$ cat src/rtl/fifo_rr_drain.sv
// Round-robin drain controller: pops one FIFO at a time in bounded bursts and
// forwards each word on a registered valid/ready stream tagged with its source.
module fifo_rr_drain #(
  parameter int N_DTPS     = 4,
  parameter int FIFO_WIDTH = 16,
  parameter int MAX_BURST  = 4,
  parameter int IDXW       = $clog2(N_DTPS)
) (
  input  logic                         clk,
  input  logic                         rst_n,
  input  logic                         i_en,
  input  logic [N_DTPS-1:0]            is_fifo_empty,
  input  logic [N_DTPS*FIFO_WIDTH-1:0] out_fifo,
  output logic [N_DTPS-1:0]            i_pop,
  output logic [FIFO_WIDTH-1:0]        o_data,
  output logic [IDXW-1:0]              o_src,
  output logic                         o_valid,
  input  logic                         o_ready,
  output logic                         o_busy
);

  localparam int BW = (MAX_BURST > 1) ? $clog2(MAX_BURST) : 1;

  localparam logic [1:0] ST_ARB  = 2'd0;
  localparam logic [1:0] ST_POP  = 2'd1;
  localparam logic [1:0] ST_LOAD = 2'd2;
  localparam logic [1:0] ST_HOLD = 2'd3;

  logic [1:0]            state_q, state_d;
  logic [IDXW-1:0]       ptr_q, ptr_d;
  logic [IDXW-1:0]       grant_q, grant_d;
  logic [BW-1:0]         burst_cnt_q, burst_cnt_d;
  logic [N_DTPS-1:0]     pop_q, pop_d;
  logic [FIFO_WIDTH-1:0] data_q, data_d;
  logic [IDXW-1:0]       src_q, src_d;
  logic                  valid_q, valid_d;

  logic [FIFO_WIDTH-1:0] words [N_DTPS];
  logic [IDXW-1:0]       sel;
  logic                  found;
  logic                  burst_more;

  always_comb begin
    for (int k = 0; k < N_DTPS; k++) begin
      words[k] = out_fifo[k*FIFO_WIDTH +: FIFO_WIDTH];
    end
  end

  // Rotating priority scan starting at ptr; the index wraps at N_DTPS, not at
  // a power of two, so non-power-of-two banks rotate correctly.
  always_comb begin
    int              idx;
    logic [IDXW-1:0] cand;
    sel   = '0;
    found = 1'b0;
    for (int i = 0; i < N_DTPS; i++) begin
      idx = int'(ptr_q) + i;
      if (idx >= N_DTPS) idx = idx - N_DTPS;
      cand = IDXW'(idx);
      if (!found && !is_fifo_empty[cand]) begin
        found = 1'b1;
        sel   = cand;
      end
    end
  end

  assign burst_more = (int'(burst_cnt_q) + 1 < MAX_BURST) &&
                      !is_fifo_empty[grant_q] && i_en;

  // NOTE: every signal assigned here gets a default first, so no path through
  // the case statement can leave a value unassigned and infer a latch.
  always_comb begin
    state_d     = state_q;
    ptr_d       = ptr_q;
    grant_d     = grant_q;
    burst_cnt_d = burst_cnt_q;
    pop_d       = '0;
    data_d      = data_q;
    src_d       = src_q;
    valid_d     = valid_q;

    case (state_q)
      ST_ARB: begin
        if (i_en && found) begin
          grant_d     = sel;
          pop_d[sel]  = 1'b1;
          burst_cnt_d = '0;
          state_d     = ST_POP;
        end
      end
      ST_POP: begin
        state_d = ST_LOAD;
      end
      ST_LOAD: begin
        data_d  = words[grant_q];
        src_d   = grant_q;
        valid_d = 1'b1;
        state_d = ST_HOLD;
      end
      ST_HOLD: begin
        if (o_ready) begin
          valid_d = 1'b0;
          if (burst_more) begin
            burst_cnt_d    = burst_cnt_q + BW'(1);
            pop_d[grant_q] = 1'b1;
            state_d        = ST_POP;
          end else begin
            ptr_d   = (grant_q == IDXW'(N_DTPS - 1)) ? '0 : grant_q + IDXW'(1);
            state_d = ST_ARB;
          end
        end
      end
      default: state_d = ST_ARB;
    endcase
  end

  // NOTE: state updates use non-blocking assignments so every flop samples the
  // pre-edge values of its neighbours, independent of statement order.
  always_ff @(posedge clk or negedge rst_n) begin
    if (!rst_n) begin
      state_q     <= ST_ARB;
      ptr_q       <= '0;
      grant_q     <= '0;
      burst_cnt_q <= '0;
      pop_q       <= '0;
      data_q      <= '0;
      src_q       <= '0;
      valid_q     <= 1'b0;
    end else begin
      state_q     <= state_d;
      ptr_q       <= ptr_d;
      grant_q     <= grant_d;
      burst_cnt_q <= burst_cnt_d;
      pop_q       <= pop_d;
      data_q      <= data_d;
      src_q       <= src_d;
      valid_q     <= valid_d;
    end
  end

  assign i_pop   = pop_q;
  assign o_data  = data_q;
  assign o_src   = src_q;
  assign o_valid = valid_q;
  assign o_busy  = (state_q != ST_ARB);

endmodule

$ cat config.mk
export PLATFORM = sky130hd
export DESIGN_NAME = fifo_rr_drain
export DESIGN_NICKNAME = d
export VERILOG_FILES = /design/src/rtl/fifo_rr_drain.sv
export SDC_FILE = /design/constraint.sdc
export NUM_CORES = 1
export LEC_CHECK = 0
export BUFFER_PORTS_ARGS = -buffer_cell sky130_fd_sc_hd__buf_2
export CAP_MARGIN = 20
export CORE_UTILIZATION = 36
export CTS_CLUSTER_SIZE = 16
export DETAILED_ROUTE_END_ITERATION = 8
export PLACE_DENSITY_LB_ADDON = 0.2
export SYNTH_ARGS = -nofsm -noshare
export SYNTH_HDL_FRONTEND = slang
export SYNTH_SLANG_ARGS = --single-unit
$ cat constraint.sdc
create_clock -name clk -period 3.9 [get_ports clk]
set_input_delay 0.39 -clock clk [delete_from_list [all_inputs] [get_ports clk]]
set_output_delay 0.39 -clock clk [all_outputs]
set_load 0.1 [all_outputs]
== Word-level counts from Yosys, hierarchy flattened ==
Index checks and enable logic that the tools add are counted.
Word-level totals
  bits in registers: 31
  bits of input ports: 72
  memory bits (writable): 0
  memories: 0
  output and inout bits: 24
  ROM bits: 0
  bits in latches: 0
Cells by class
  add/sub/neg operators: 10
  multipliers: 0
  shifts and indexed selects: 0
  bitwise logic cells: 2
  equal/unequal tests: 7
  muxes and demuxes: 44
  magnitude comparators: 14
  div/mod/pow operators: 0
  reductions and logical operators: 23
Operators by type and width (number)
  binary-select mux 16 bit (select 2 bit): 1
  two-way mux 16 bit: 2
  two-way mux 2 bit: 14
  less-than comparator 2 x 3 -> 1 bit, second input constant: 6
  two-way mux 1 bit: 13
  >= comparator 3 bit, second input constant: 4
  two-way mux 4 bit: 3
  binary-select mux 1 bit (select 2 bit): 5
  logical AND 1 bit: 8
  one-hot mux 2 bit (4 select lines): 1
  one-hot mux 4 bit (2 select lines): 1
  subtractor 2 x 1 -> 2 bit, second input constant: 4
  adder 2 x 1 -> 3 bit, second input constant: 2
  adder 2 x 2 -> 3 bit, second input constant: 2
  equality test 2 bit, second input constant: 3
  zero test 1 bit: 6
  inequality test 2 bit, second input constant: 3
  AND reduction 2 bit: 3
  nonzero test 2 bit: 3
  adder 2 x 1 -> 2 bit, second input constant: 2
  demux 1 bit (select 2 bit): 2
  >= comparator 2 x 1 -> 1 bit, second input constant: 2
  one-hot mux 2 bit (2 select lines): 1
  AND reduction 4 bit: 1
  other kinds (8): 8

== Logic depth before layout (Yosys ltp) ==
  word-level depth: 20
  depth in mapped cells: 7
  depth with buffers taken out: 7

== Worst setup path before layout ==
No wires, ideal clock.
  path kind: reg2reg
  start: reg state_q[0]
  end: reg burst_cnt_q[0]
  setup slack: 1.711 ns
  library setup time: 0.125 ns
  period minus slack after synthesis: 2.189 ns
  data required time: 3.775 ns
  cell stages (with the launch flop): 8
  arrival time: 2.064 ns
  path through: dfrtp_1 -> inv_1 -> ha_1 -> inv_1 -> a21oi_1 -> a21oi_1 -> o211ai_1 -> mux2_2
On the way
  cells in the longest elaborated chain, start to end: 3
RTL lines
  from (decl): line 29  | logic [1:0] state_q, state_d;
  from (signal assigned): line 130  | state_q <= state_d;
  equality test 2 bit or zero test 2 bit (tied branches): line 82  | case (state_q)
  inequality test 2 bit (no line) or nonzero test 2 bit (tied branches)
  AND reduction 4 bit (no line)
  to (signal assigned): line 133  | burst_cnt_q <= burst_cnt_d;
  to (decl): line 32  | logic [BW-1:0] burst_cnt_q, burst_cnt_d;
Several ways; a longest one is shown, not always the timed one.
A chain may end at the register's enable or synchronous reset.

== Final worst setup path ==
  start: reg grant_q[1]
  end: reg ptr_q[1]
On the way
  cells in the longest elaborated chain, start to end: 7
RTL lines
  from (decl): line 31  | logic [IDXW-1:0] grant_q, grant_d;
  from (signal assigned): line 132  | grant_q <= grant_d;
  binary-select mux 1 bit (select 2 bit): line 68  | !is_fifo_empty[grant_q] && i_en;
  two-way mux 1 bit (implied by the code): line 68
  zero test 1 bit: line 68
  logical AND 1 bit: line 67  | assign burst_more = (int'(burst_cnt_q) + 1 < MAX_BURST) &&
  logical AND 1 bit: line 68
  NOT 1 bit (no line)
  AND reduction 3 bit (no line)
  to (signal assigned): line 131  | ptr_q <= ptr_d;
  to (decl): line 30  | logic [IDXW-1:0] ptr_q, ptr_d;
Several ways; a longest one is shown, not always the timed one. The select of a mux whose other input is x is not followed.

==> qor.csv <==
metric;value;unit
status;finished, final reports clean;
grt-ovfl-total;0;
syn_area_per_cell;14.4;um^2
hold_class;in -> async;
ctsResizeCount;0;
dr.pass1.iters;4;
drtIter0Drc;42;
area_growth_syn_to_layout;31.4;%
cts_buffers;5;
relSlewSlack;32.3;%
dpl.hpwl;3170;um
wl_per_cell;14.1;um
nets;310;
drive_gt1_share;56.7;%
clock_latency;0.28;ns
dp_cells;293;
clock-sinks;31;
drc;0;
synthTopCellsByArea;dfrtp_1 41%, mux4_1 12%, mux2_2 8.2%, mux4_2 8.2%, mux2_4 5.5%;
max_freq;0.496;GHz
initial_core_util;37.4;%
vias_per_cell;4.99;
core;5110;um^2
ys.flop_type;dfrtp_1;
grt_pass1_wl;6380;um
max_cap_violations;0;
postCtsSetupRepairBufs;0;
clk_pin_slew_worst_paths;0.06;ns
via_count;1502;
critical_path_class;reg -> reg;
cts_root_buf;clkbuf_8;
ant_nets;0;
diodes;0;
synth_edf_count;0;
period_share;51.7;%
fin_crit;2.02;ns
ys_ff_latch;31;
finalClockSkew;0.00487;ns
drt-total-wl;4250;um
syn-num-nets;213;
postSynthCellCount;133;
io_buffers;95;
io-pin-count;96;
final_cell_area;2510;um^2
ys_seq_area_share;40.6;%
grt_max_degree;32;
max_slew.worst_pin.slew;1.02;ns
async_flop_share;100;%
start_kind;flip-flop;
hold_viol_final;0;
die-area;5610;um^2
tritoncts;built;
fin_ws;1.88;ns
yosysWarnings;0;
place_ws;1.89;ns
crit_fanout;22;
cts_buffer_depth;2;
crit_required;4.07;ns
rows;26;
gp_congestion;0.719;
synthTopCellsByCount;31 x dfrtp_1, 14 x mux2_2, 9 x mux4_1, 8 x ha_1, 8 x inv_1;
grt_pass1_vias;1384;
dpl_cell_area;2430;um^2
grt_setup_unrepaired;false;
setup_viol;0;
gr-usage-all-layers;15.5;%
cts_htree_levels;2;
synth.distinct_cells;34;
synth_largest_area_cell;dfrtp_1;
antenna_found_initial;0;
synth_top_area_share;40.6;%
critical_path_arrival;2.18;ns
postCtsHoldBufs;0;
final_cell_count_no_fill;301;
crit_path_end_kind;flip-flop;
tns;0;ns
synth.most_common_cell;dfrtp_1;
die_h;74.9;um
syn_area;1910;um^2
die_width;74.9;um
slew_viol_final;0;
[worst max-delay path: stages (launching register included)]
cell and delay, ns:
dfrtp_1 0.92, nor3b_1 0.12, a22oi_1 0.24, nand2_1 0.10
nor2_1 0.16, mux2_2 0.35
[per-layer routing]
metal | share of wire (%) | track usage, %
met4 | 1.3 | 6.29
met2 | 45 | 25.9
met1 | 47 | 18.8
met3 | 6.3 | 4.28
met5 | 0 | 0
[placed cells by master, fill, tap and decap left out, types with 4 or more instances in the layout]
| master | synthesis | layout |
|---|---|---|
| nor2_1 | 6 | 6 |
| mux2_2 | 14 | 14 |
| clkbuf_8 | 0 | 5 |
| dfrtp_1 | 31 | 31 |
| ha_1 | 8 | 8 |
| mux2_4 | 7 | 7 |
| buf_2 | 4 | 95 |
| mux4_2 | 7 | 7 |
| mux2i_1 | 4 | 4 |
| mux4_1 | 9 | 9 |
| a32o_1 | 4 | 4 |
| inv_1 | 8 | 8 |
[cell type report]
class                           instances  area (um^2)
Clock buffer                            7         76.3
Clock inverter                          1         5.00
Timing Repair Buffer                   96          483
Multi-Input combinational cell         88         1050
Tap cell                               70         87.6
Inverter                                8         30.0
Fill cell                             472         2590
Sequential cell                        31          776
[kinds of logic after synthesis]
logic type / synth area share (%)
adder cells (fa/ha/maj): 5.24
AND/OR/NAND/NOR: 5.24
multiplexers: 36.5
AO/OA/AOI/OAI: 8.25
buffers and inverters: 4.25
flip-flops: 40.6
[metrics by stage]
stage	hold slack, ns	utilization [%]
after floorplan	0.0944	-
after global placement	0.475	47.6
after detailed placement	0.485	47.6
after CTS	0.176	49.2
after global routing	0.216	49.2
final	0.157	49.2
[sequential cells by signal, summed over array words and instances, names as in the netlist]
register	count
i_pop	4
ptr_q	2
state_q	2
o_valid	1
burst_cnt_q	2
o_src	2
grant_q	2
o_data	16
[path summary, 6_finish.rpt]
kind                                 start             end  slack [ns]  depth (start not counted)
worst max-delay path            grant_q[1]        ptr_q[1]        1.88                          5
worst max register to register  grant_q[1]        ptr_q[1]        1.88                          5
worst min-delay path                 rst_n       o_data[6]        0.16                          1
max in group asynchronous            rst_n  burst_cnt_q[0]        3.28                          1
worst min register to register  o_data[15]      o_data[15]        0.50                          1
min in group clk                   o_ready         o_valid        0.47                          3
Power is left out: the tool's default activity adds up to more than one toggle a clock period on the data nets, which glitch-free logic cannot reach.
